## config.mk

```make
export PLATFORM = sky130hd
export DESIGN_NAME = store_merge_unit
export DESIGN_NICKNAME = d
export VERILOG_FILES = /design/src/rtl/store_pkg.sv /design/src/rtl/store_byte_merge.sv /design/src/rtl/store_merge_unit.sv
export SDC_FILE = /design/constraint.sdc
export NUM_CORES = 1
export LEC_CHECK = 0
export ABC_AREA = 1
export CAP_MARGIN = 20
export CORE_MARGIN = 1
export CORE_UTILIZATION = 43
export DETAILED_ROUTE_END_ITERATION = 8
export PLACE_DENSITY = 0.77
export SKIP_CTS_REPAIR_TIMING = 1
export SLEW_MARGIN = 20
export SYNTH_ARGS = -nofsm -noshare
export SYNTH_HDL_FRONTEND = slang
export SYNTH_SLANG_ARGS = --single-unit
```

## constraint.sdc

```tcl
create_clock -name clk -period 1.6 [get_ports clk]
set_clock_uncertainty 0.05 [all_clocks]
set_input_delay 0.48 -clock clk [delete_from_list [all_inputs] [get_ports clk]]
set_output_delay 0.48 -clock clk [all_outputs]
set_load 0.01 [all_outputs]
```

## src/rtl/store_pkg.sv

```systemverilog
// Shared encodings and helpers for the MEM-stage store unit.
package store_pkg;

    typedef enum logic [1:0] {
        ST_SW  = 2'b00,
        ST_SH  = 2'b01,
        ST_SB  = 2'b10,
        ST_ILL = 2'b11
    } st_op_e;

    typedef enum logic [1:0] {
        IDLE = 2'b00,
        RD   = 2'b01,
        WR   = 2'b10,
        RESP = 2'b11
    } state_e;

    localparam logic [31:0] WORD_MASK = 32'hFFFF_FFFC;

    function automatic logic [31:0] word_addr(input logic [31:0] addr);
        return addr & WORD_MASK;
    endfunction

    // Misaligned sw/sh and the reserved opcode never reach memory.
    function automatic logic addr_error(input logic [1:0] op, input logic [1:0] lo);
        case (op)
            ST_SW:   return lo != 2'b00;
            ST_SH:   return lo[0];
            ST_SB:   return 1'b0;
            default: return 1'b1;
        endcase
    endfunction

endpackage

```

## src/rtl/store_byte_merge.sv

```systemverilog
// Places a store byte/halfword into the lane of an existing word.
module store_byte_merge
    import store_pkg::*;
(
    input  logic [1:0]  op,
    input  logic [1:0]  lane,
    input  logic [31:0] old_word,
    input  logic [31:0] new_data,
    output logic [31:0] merged
);

    always_comb begin
        merged = old_word;
        case (op)
            ST_SB: begin
                case (lane)
                    2'd0:    merged[7:0]   = new_data[7:0];
                    2'd1:    merged[15:8]  = new_data[7:0];
                    2'd2:    merged[23:16] = new_data[7:0];
                    default: merged[31:24] = new_data[7:0];
                endcase
            end
            ST_SH: begin
                if (lane[1]) merged[31:16] = new_data[15:0];
                else         merged[15:0]  = new_data[15:0];
            end
            ST_SW:   merged = new_data;
            default: merged = old_word;
        endcase
    end

endmodule

```

## src/rtl/store_merge_unit.sv

```systemverilog
// Store unit: sw writes directly, sh/sb do read-modify-write on a word port.
//   state | meaning
//   IDLE  | ready, waiting for a store request
//   RD    | reading the containing word for a sub-word store
//   WR    | writing the (merged) word back
//   RESP  | one-cycle st_done or st_err pulse
module store_merge_unit
    import store_pkg::*;
(
    input  logic        clk,
    input  logic        reset,
    input  logic        st_valid,
    output logic        st_ready,
    input  logic [1:0]  st_op,
    input  logic [31:0] st_addr,
    input  logic [31:0] st_data,
    output logic        st_done,
    output logic        st_err,
    output logic        mem_req,
    output logic        mem_we,
    output logic [31:0] mem_addr,
    output logic [31:0] mem_wdata,
    input  logic [31:0] mem_rdata,
    input  logic        mem_ack
);

    state_e      state, state_next;
    logic [1:0]  op_q;
    logic [31:0] addr_q;
    logic [31:0] data_q;
    logic [31:0] wbuf;
    logic [31:0] merged;
    logic        err_q;
    logic        req_err;

    assign req_err = addr_error(st_op, st_addr[1:0]);

    store_byte_merge u_merge (
        .op       (op_q),
        .lane     (addr_q[1:0]),
        .old_word (mem_rdata),
        .new_data (data_q),
        .merged   (merged)
    );

    always_ff @(posedge clk) begin
        if (reset) state <= IDLE;
        else       state <= state_next;
    end

    always_comb begin
        state_next = state;
        st_ready   = 1'b0;
        st_done    = 1'b0;
        st_err     = 1'b0;
        mem_req    = 1'b0;
        mem_we     = 1'b0;
        case (state)
            IDLE: begin
                st_ready = 1'b1;
                if (st_valid) begin
                    if (req_err)             state_next = RESP;
                    else if (st_op == ST_SW) state_next = WR;
                    else                     state_next = RD;
                end
            end
            RD: begin
                mem_req = 1'b1;
                if (mem_ack) state_next = WR;
            end
            WR: begin
                mem_req = 1'b1;
                mem_we  = 1'b1;
                if (mem_ack) state_next = RESP;
            end
            RESP: begin
                st_done    = ~err_q;
                st_err     = err_q;
                state_next = IDLE;
            end
            default: state_next = IDLE;
        endcase
    end

    // Request latch and write buffer; rdata is only looked at on the RD ack edge.
    always_ff @(posedge clk) begin
        if (reset) begin
            op_q   <= 2'b00;
            addr_q <= 32'h0;
            data_q <= 32'h0;
            wbuf   <= 32'h0;
            err_q  <= 1'b0;
        end else begin
            case (state)
                IDLE: begin
                    if (st_valid) begin
                        op_q   <= st_op;
                        addr_q <= st_addr;
                        data_q <= st_data;
                        err_q  <= req_err;
                        if (!req_err && st_op == ST_SW) wbuf <= st_data;
                    end
                end
                RD: begin
                    if (mem_ack) wbuf <= merged;
                end
                RESP:    err_q <= 1'b0;
                default: ;
            endcase
        end
    end

    assign mem_addr  = word_addr(addr_q);
    assign mem_wdata = wbuf;

endmodule

```

Word level (Yosys, flattened, before mapping)
Index checks and enable logic that the tools add are counted.
Widths: inputs -> output; s select.
{"block": "totals", "regBits": 101, "latchBits": 0, "ramBits": 0, "rom_bits": 0, "output_inout_bits": 69, "memories": 0}
{"block": "op_classes", "add_sub_neg": 0, "multipliers": 0, "n_div": 0, "n_lt_le_gt_ge": 0, "n_eq_ne": 13, "shift": 0, "muxes": 25, "n_bitwise": 1, "n_reduce_logical": 15}
{"op": "$mux 32", "n": 3}
{"op": "$pmux 32 s3", "n": 1}
{"op": "$pmux 32 s2", "n": 1}
{"op": "$mux 16", "n": 2}
{"op": "$mux 8", "n": 4}
{"op": "$eq 2x2->1 const B", "n": 5}
{"op": "$mux 2", "n": 5}
{"op": "$eq 2x1->1 const B", "n": 4}
{"op": "$logic_not 2->1", "n": 4}
{"op": "$ne 2x2->1 const B", "n": 4}
{"op": "$pmux 2 s4", "n": 1}
{"op": "$mux 1", "n": 6}
{"op": "$reduce_bool 2->1", "n": 3}
{"op": "$reduce_and 2->1", "n": 2}
{"op": "$reduce_and 4->1", "n": 1}
{"op": "$pmux 1 s3", "n": 1}
{"op": "$reduce_and 3->1", "n": 1}
{"op": "$reduce_or 3->1", "n": 1}
{"op": "$pmux 1 s2", "n": 1}
{"op": "$reduce_or 2->1", "n": 1}
{"op": "$logic_and 1x1->1", "n": 1}
{"op": "$logic_not 1->1", "n": 1}
{"op": "$not 1->1", "n": 1}

Depth between registers and ports, before layout
Gate-level depths: netlist of the first run.
{"block": "depth", "word_depth": 7, "depth_mapped": 10, "ltp_nobuf": 9}

By module
A second synthesis of the first run with hierarchy kept.
{"block": "unflattened", "cells_unflattened": 883, "area_unflattened_um2": 5696.7}
{"mod": "store_merge_unit", "instances": 1, "cells_each": 613, "area_each_um2": 4526.8}
{"mod": "store_byte_merge", "instances": 1, "cells_each": 270, "area_each_um2": 1169.9}

Worst setup path before layout of the first run
No wires, ideal clock.
{"block": "synth_timing", "path_type": "reg-to-reg", "start": "register state[0]", "end": "register wbuf[8] (netlist: mem_wdata[8])", "setup_ns": 0.116, "arrival_time_ns": 1.465, "setup_slack_ns": -0.031, "path_stages_with_launch": 10, "n_path_buf": 1, "period_less_slack_ns": 1.631, "cell_sequence": "dfxtp_1 > inv_1 > ha_1 > inv_1 > o21ai_2 > nor2_1 > nand2_4 > buf_4 > nor2_1 > a21oi_2"}
{"block": "synth_via", "elab_chain_cells": 3, "word_cells_on_any_way": 8}
{"item": "from (decl)", "line": "store_merge_unit.sv:27", "source": "state_e state, state_next;"}
{"item": "from (signal assigned)", "line": "store_merge_unit.sv:48", "source": "else state <= state_next;"}
{"item": "$eq 2x1->1 or $logic_not 2->1 (tied branches)", "line": "store_merge_unit.sv:94", "source": "case (state)"}
{"item": "$ne 2x2->1 (no line) or $reduce_bool 2->1 (tied branches)"}
{"item": "$reduce_and 4->1 (no line)"}
{"item": "to (signal assigned)", "line": "store_merge_unit.sv:101", "source": "if (!req_err && st_op == ST_SW) wbuf <= st_data;"}
{"item": "to (signal assigned)", "line": "store_merge_unit.sv:105", "source": "if (mem_ack) wbuf <= merged;"}
{"item": "to (decl)", "line": "store_merge_unit.sv:31", "source": "logic [31:0] wbuf;"}
Parallel ways exist; a longest one is shown, timed or not.
A chain may end at the register's enable or synchronous reset.

Worst setup path in the final report of the first run
{"block": "layout_timing", "start": "register state[1]", "end": "register wbuf[1] (netlist: mem_wdata[1])"}
Same word-level chain as after synthesis.

==> results_dict.tcl, run 1 <==
set metrics [dict create \
    violations "negative setup slack" \
    diodes 0 \
    cts_made_buffers 9 \
    hold_path_startpoint "data_q[20]" \
    grt_pass1_vias 5583 \
    slowest_delay_ns 0.35 \
    final_antenna_net_count 0 \
    antenna_found_initial 0 \
    syn_area_mm2 0.00580 \
    setup_ws_ns -0.141 \
    max_cap_viol_count 0 \
    powerDensity_mw_per_mm2 1760 \
    slew_violations 0 \
    synth_area_leaders "dfxtp_1 (35%), nand2_1 (17%), nor2_1 (8.9%)" \
    vdd_drop_max_uv 932 \
    grt-ovfl-total 0 \
    reg2reg_depth 11 \
    die_h_um 118 \
    multi_input_area_mm2 0.00339 \
    fin_total_pwr_uw 15900 \
    pin_count 171 \
    num_vias 6530 \
    regArea_mm2 0.00202 \
    crit_required_ns 1.85 \
    cts_sinks 101 \
    placed_area_mm2 0.00760 \
    initial_utilization_pct 44.0 \
    wl_per_cell_um 14.8 \
    clkTransAtPathRegs_ns 0.08 \
    hold_class "reg2reg" \
    hold_viol_final 0 \
    dieArea_mm2 0.0140 \
    port_buffers 168 \
    leakagePower_uw 0.00485 \
    die_width_um 118 \
    setup_viol 36 \
    wl_um 19000 \
    fin_crit_sh_pct 109 \
    synth_seq_cells 101 \
    yosysWarnings 0 \
    syn_avg_cell_area_um2 6.13 \
    r2r_slack_ns -0.14 \
    path_depth 11 \
    drt_iter0_drc 487 \
    crit_family "simple AND/OR/NAND/NOR gates" \
    start_kind "flip-flop" \
    cp.arrival_ns 1.99 \
    rsz0062_at_grt "yes" \
    firstDrtPassIters 7 \
    crit_path_cell_trace "inv_2 -> buf_6 -> ha_4 -> nand2_4 -> o21ai_4 -> nor2_4 -> nand2_4 -> buf_16 -> nor2_4 -> nand2_2 -> a21oi_2" \
    viasPerCell 5.09 \
    final_layout_size_suffix_gt1_share_pct 20.5 \
    synth_top_cell_by_area "dfxtp_1" \
    netlist-cell-type-count 27 \
    worstSetupPathType "reg2reg" \
    htreeDepth 3 \
    status "complete, but fails checks" \
    num-fill-cells 1083 \
    holdPathEnd "data_q[20]" \
    cts-root-buf "clkbuf_16" \
    fmax_ghz 0.574 \
    r2r_end "mem_wdata[1]" \
    dp_hpwl_um 12100 \
    cts_tree "done" \
    postLayoutCellArea_mm2 0.00901 \
    min_period_ns 1.74 \
    place_congestion 0.919 \
    grt.total_usage_pct 24.0 \
    yosys.area.top_type_share_pct 34.9 \
    crit_path_start "state[1]" \
    core_mm2 0.0132 \
    clk_path_buf_depth 2 \
    end_kind "flip-flop" \
    critPathBufInv 3 \
    whs_path_depth 2 \
    crit-reg2reg-launch "state[1]" \
    drc 0 \
    grt_max_degree 51 \
    nNetsFinal 1209 \
    yosysSeqAreaShare_pct 34.9 \
    grt_pass1_wl_um 26800 \
    rows 42 \
    syn_to_final_growth_pct 55.4 \
    syn_inst 947 \
    critPathMaxFanout 7 \
    clk_latency_ns 0.36 \
    slowest_stage "dfxtp_2" \
]
==> stage by stage <==
stage	util [%]	worst slack, ns	TNS, ns	cells	hold WS [ns]
after floorplan	-	0.0497	0	948	0.379
after global placement	57.6	-0.327	-23.02	1249	0.392
after detailed placement	57.6	-0.390	-25.62	1249	0.397
after CTS	60.0	-0.590	-19.25	1265	0.407
after global routing	68.3	-0.233	-5.86	1284	0.421
final	68.3	-0.141	-3.33	1284	0.407
==> layout make-up <==
type	instances	share of cell area, %
clock inverters	7	0.902
well taps	176	2.44
multi-input cells	646	37.6
flip-flops and latches	101	22.5
inverters	119	5.00
clock buffers	9	2.50
repair buffers	226	29.1
==> kinds of logic after synthesis <==
| logic type | count (synthesis) | synth area share (%) |
|---|---|---|
| buf+inv | 202 | 16.5 |
| flops | 101 | 34.9 |
| fa+ha+maj | 4 | 0.863 |
| other cells | 1 | 0.0646 |
| simple gates | 474 | 32.7 |
| compound gates | 165 | 15.0 |
==> power breakdown <==
group | switching [uW] | leakage [uW] | total (uW) | internal (uW)
combinational | 5240 | 0.00387 | 9680 | 4450
sequential | 522 | 0.000834 | 3900 | 3380
clock | 1060 | 0.000147 | 2290 | 1240
==> flip-flops by register name, summed over array words and instances (netlist names) <==
name / cells
op_q: 2
err_q: 1
state: 2
addr_q: 32
mem_wdata: 32
data_q: 32
==> worst min-delay path, cell delays in order, from the launching register on <==
cell,delay [ns]
dfxtp_1,0.30
inv_1,0.06
a21oi_1,0.05
==> worst max-delay path by stage <==
stage / to / slack [ns]
6_report: mem_wdata[1] / -0.14
5_1_grt: mem_wdata[1] / -0.23
4_1_cts: mem_req / -0.59
3_5_place_dp: mem_wdata[4] / -0.39
3_3_place_gp: mem_wdata[6] / -0.33
2_1_floorplan: mem_wdata[8] / 0.05
==> per-layer routing <==
layer  global-route usage [%]  wire, um
met4                     9.13       610
met5                        0         0
met3                     7.53      1960
met2                     38.3      8910
met1                     30.0      7490
==> cells in the final DEF (no fill, tap or decap), types with 3 or more instances in the layout <==
cell type,synthesis,layout
nor2_1,138,88
buf_6,4,8
clkdlybuf4s50_1,0,100
inv_1,112,109
o21ai_1,3,14
dfxtp_1,101,99
inv_2,5,8
nor2_4,1,23
o21ai_2,2,5
nand2_1,261,219
a21oi_2,8,28
a21oi_1,74,54
clkbuf_16,0,18
o21ai_0,76,61
nand2_4,1,13
buf_8,0,3
nand3_1,67,67
buf_4,41,30
dlymetal6s2s_1,0,63
buf_12,0,9
nor2_2,1,29
nand2_2,3,32
ha_4,0,3
inv_6,0,3
==> synth_stat cells (all sizes together) <==
master and n:
dfxtp 101, inv 117, clkbuf 23, ha 4, nand3 68, nand4 1, clkinv 2, o21ai 81
a21oi 82, buf 60, nand2 265, conb 1, o211ai 1, nor2 140, o221ai 1
Power figures use the tool's default switching activity.
==> run 2: changes to the inputs <==
--- a/config.mk
+++ b/config.mk
@@ -11,6 +11,7 @@
 export CORE_UTILIZATION = 43
 export DETAILED_ROUTE_END_ITERATION = 8
 export PLACE_DENSITY = 0.77
+export RECOVER_POWER = 100
 export SKIP_CTS_REPAIR_TIMING = 1
 export SLEW_MARGIN = 20
 export SYNTH_ARGS = -nofsm -noshare
==> run 2 against run 1 <==
- the flow still finishes with violations (negative setup slack)
- sequential share of layout area up 0.18 points
- non-clock buffer count unchanged
- wire length down 0.12%
- cell count unchanged
- critical endpoint unchanged
- largest power group unchanged
- highest routed layer unchanged
==> results_dict.tcl, run 2 (synthesis results as in run 1) <==
set metrics [dict create \
    status "complete, but fails checks" \
    violations "negative setup slack" \
    num-fill-cells 1095 \
    cts-root-buf "clkbuf_16" \
    worstSetupPathType "reg2reg" \
    cts_tree "done" \
    comb_power_share_pct 61.0 \
    setup_viol 36 \
    fin_util_pct 67.8 \
    drt_iter0_drc 485 \
    nNetsFinal 1209 \
    start_kind "flip-flop" \
    final_layout_size_suffix_gt1_share_pct 20.5 \
    grt-ovfl-total 0 \
    end_kind "flip-flop" \
    final_antenna_net_count 0 \
    cp.arrival_ns 1.99 \
    initial_utilization_pct 44.0 \
    p_sw_share_pct 43.0 \
    hold_class "reg2reg" \
    crit_family "simple AND/OR/NAND/NOR gates" \
    critPathMaxFanout 7 \
    dp_cells 1249 \
    hold_viol_final 0 \
    firstDrtPassIters 6 \
    htreeDepth 3 \
    fin_cells 1284 \
    place_congestion 0.919 \
    pin_count 171 \
    die_h_um 118 \
    syn_to_final_growth_pct 54.2 \
    grt_pass1_vias 5583 \
    rows 42 \
    setup_ws_ns -0.143 \
    dieArea_mm2 0.0140 \
    slowest_stage "dfxtp_2" \
    leakagePower_uw 0.00470 \
    power_frac_seq_pct 24.6 \
    core_mm2 0.0132 \
    final_common_cell "nand2_1" \
    slowest_delay_ns 0.35 \
    layout.cells.most_common_list "nand2_1 (219), inv_1 (109), clkdlybuf4s50_1 (100)" \
    clk_latency_ns 0.36 \
    switching_power_uw 6820 \
    cts_sinks 101 \
    whs_ns 0.407 \
    grt.total_usage_pct 24.0 \
    wl_um 18900 \
    vdd_drop_max_uv 944 \
    drc 0 \
    crit_required_ns 1.85 \
    dp_hpwl_um 12100 \
    powerDensity_mw_per_mm2 1770 \
    power_frac_clock_pct 14.5 \
    grt_max_degree 51 \
    fmax_ghz 0.574 \
    grt_pass1_wl_um 26800 \
    die_width_um 118 \
    viasPerCell 5.08 \
    critPathBufInv 3 \
    clkTransAtPathRegs_ns 0.08 \
    crit_path_cell_trace "inv_2 -> buf_6 -> ha_4 -> nand2_4 -> o21ai_4 -> nor2_4 -> nand2_4 -> buf_16 -> nor2_4 -> nand2_2 -> a21oi_2" \
    port_buffers 168 \
    min_period_ns 1.74 \
    max_cap_viol_count 0 \
    cts_made_buffers 9 \
    antenna_found_initial 0 \
    clk_path_buf_depth 2 \
    rsz0062_at_grt "yes" \
    wl_per_cell_um 14.8 \
    fin_crit_sh_pct 109 \
    num_vias 6519 \
    power.internal_uw 9050 \
    diodes 0 \
    slew_violations 0 \
]
run 2: cell types whose count changed in the layout (fill, tap and decap cells not counted):
| cell | delta |
|---|---|
| dlymetal6s4s_1 | +39 |
| clkbuf_1 | +8 |
| dlymetal6s2s_1 | -47 |
run 2: worst register-to-register path, stage by stage, from the launching register on:
cell and delay, ns:
dfxtp_2 0.35, inv_2 0.06, buf_6 0.11, ha_4 0.17
nand2_4 0.06, o21ai_4 0.06, nor2_4 0.18, nand2_4 0.16
buf_16 0.20, nor2_4 0.11, nand2_2 0.06, a21oi_2 0.13
run 2: metal layers:
layer	GRT usage, %	up-vias	part of all wire [%]
li1	-	3214	-
met2	38.3	321	47
met1	30.0	2938	40
met3	7.53	46	11
met4	9.13	0	3.0
met5	0	-	0
run 2: through the flow:
step | cell area, um^2 | worst slack (ns) | power [uW] | setup TNS (ns)
after floorplan | 5810 | 0.0497 | 8190 | 0
after global placement | 7600 | -0.327 | 10700 | -23.02
after detailed placement | 7600 | -0.390 | 10800 | -25.62
after CTS | 7910 | -0.590 | 13100 | -19.25
after global routing | 8940 | -0.233 | 16900 | -5.86
final | 8940 | -0.143 | 15900 | -3.39
run 2: layout make-up:
type	instances	area, um^2	area share (%)
multi-input combinational	646	3390	37.9
timing repair buffer	226	2550	28.5
sequential	101	2020	22.6
inverter	119	450	5.04
clock buffer	9	225	2.52
tap	176	220	2.46
clock inverter	7	81.3	0.909
run 2: worst paths after layout:
path	start	end	slack, ns	cells past startpoint
max	state[1]	mem_wdata[1]	-0.14	11
min	data_q[20]	data_q[20]	0.41	2
max reg2reg	state[1]	mem_wdata[1]	-0.14	11
min reg2reg	data_q[20]	data_q[20]	0.41	2
run 2: power groups by stage:
stage / clock network [uW] / registers [uW] / logic (uW)
3_5_place_dp: 0 / 3920 / 6860
2_1_floorplan: 0 / 3980 / 4200
4_1_cts: 2320 / 3870 / 6910
5_1_grt: 2410 / 3990 / 10500
6_report: 2290 / 3900 / 9670
3_3_place_gp: 0 / 3920 / 6770
==> run 3: changes to the inputs <==
--- a/config.mk
+++ b/config.mk
@@ -13,7 +13,6 @@
 export PLACE_DENSITY = 0.77
 export RECOVER_POWER = 100
 export SKIP_CTS_REPAIR_TIMING = 1
-export SLEW_MARGIN = 20
 export SYNTH_ARGS = -nofsm -noshare
 export SYNTH_HDL_FRONTEND = slang
 export SYNTH_SLANG_ARGS = --single-unit
==> results of run 3 <==
The final DEF is identical to that of run 2; final timing and power are the same.
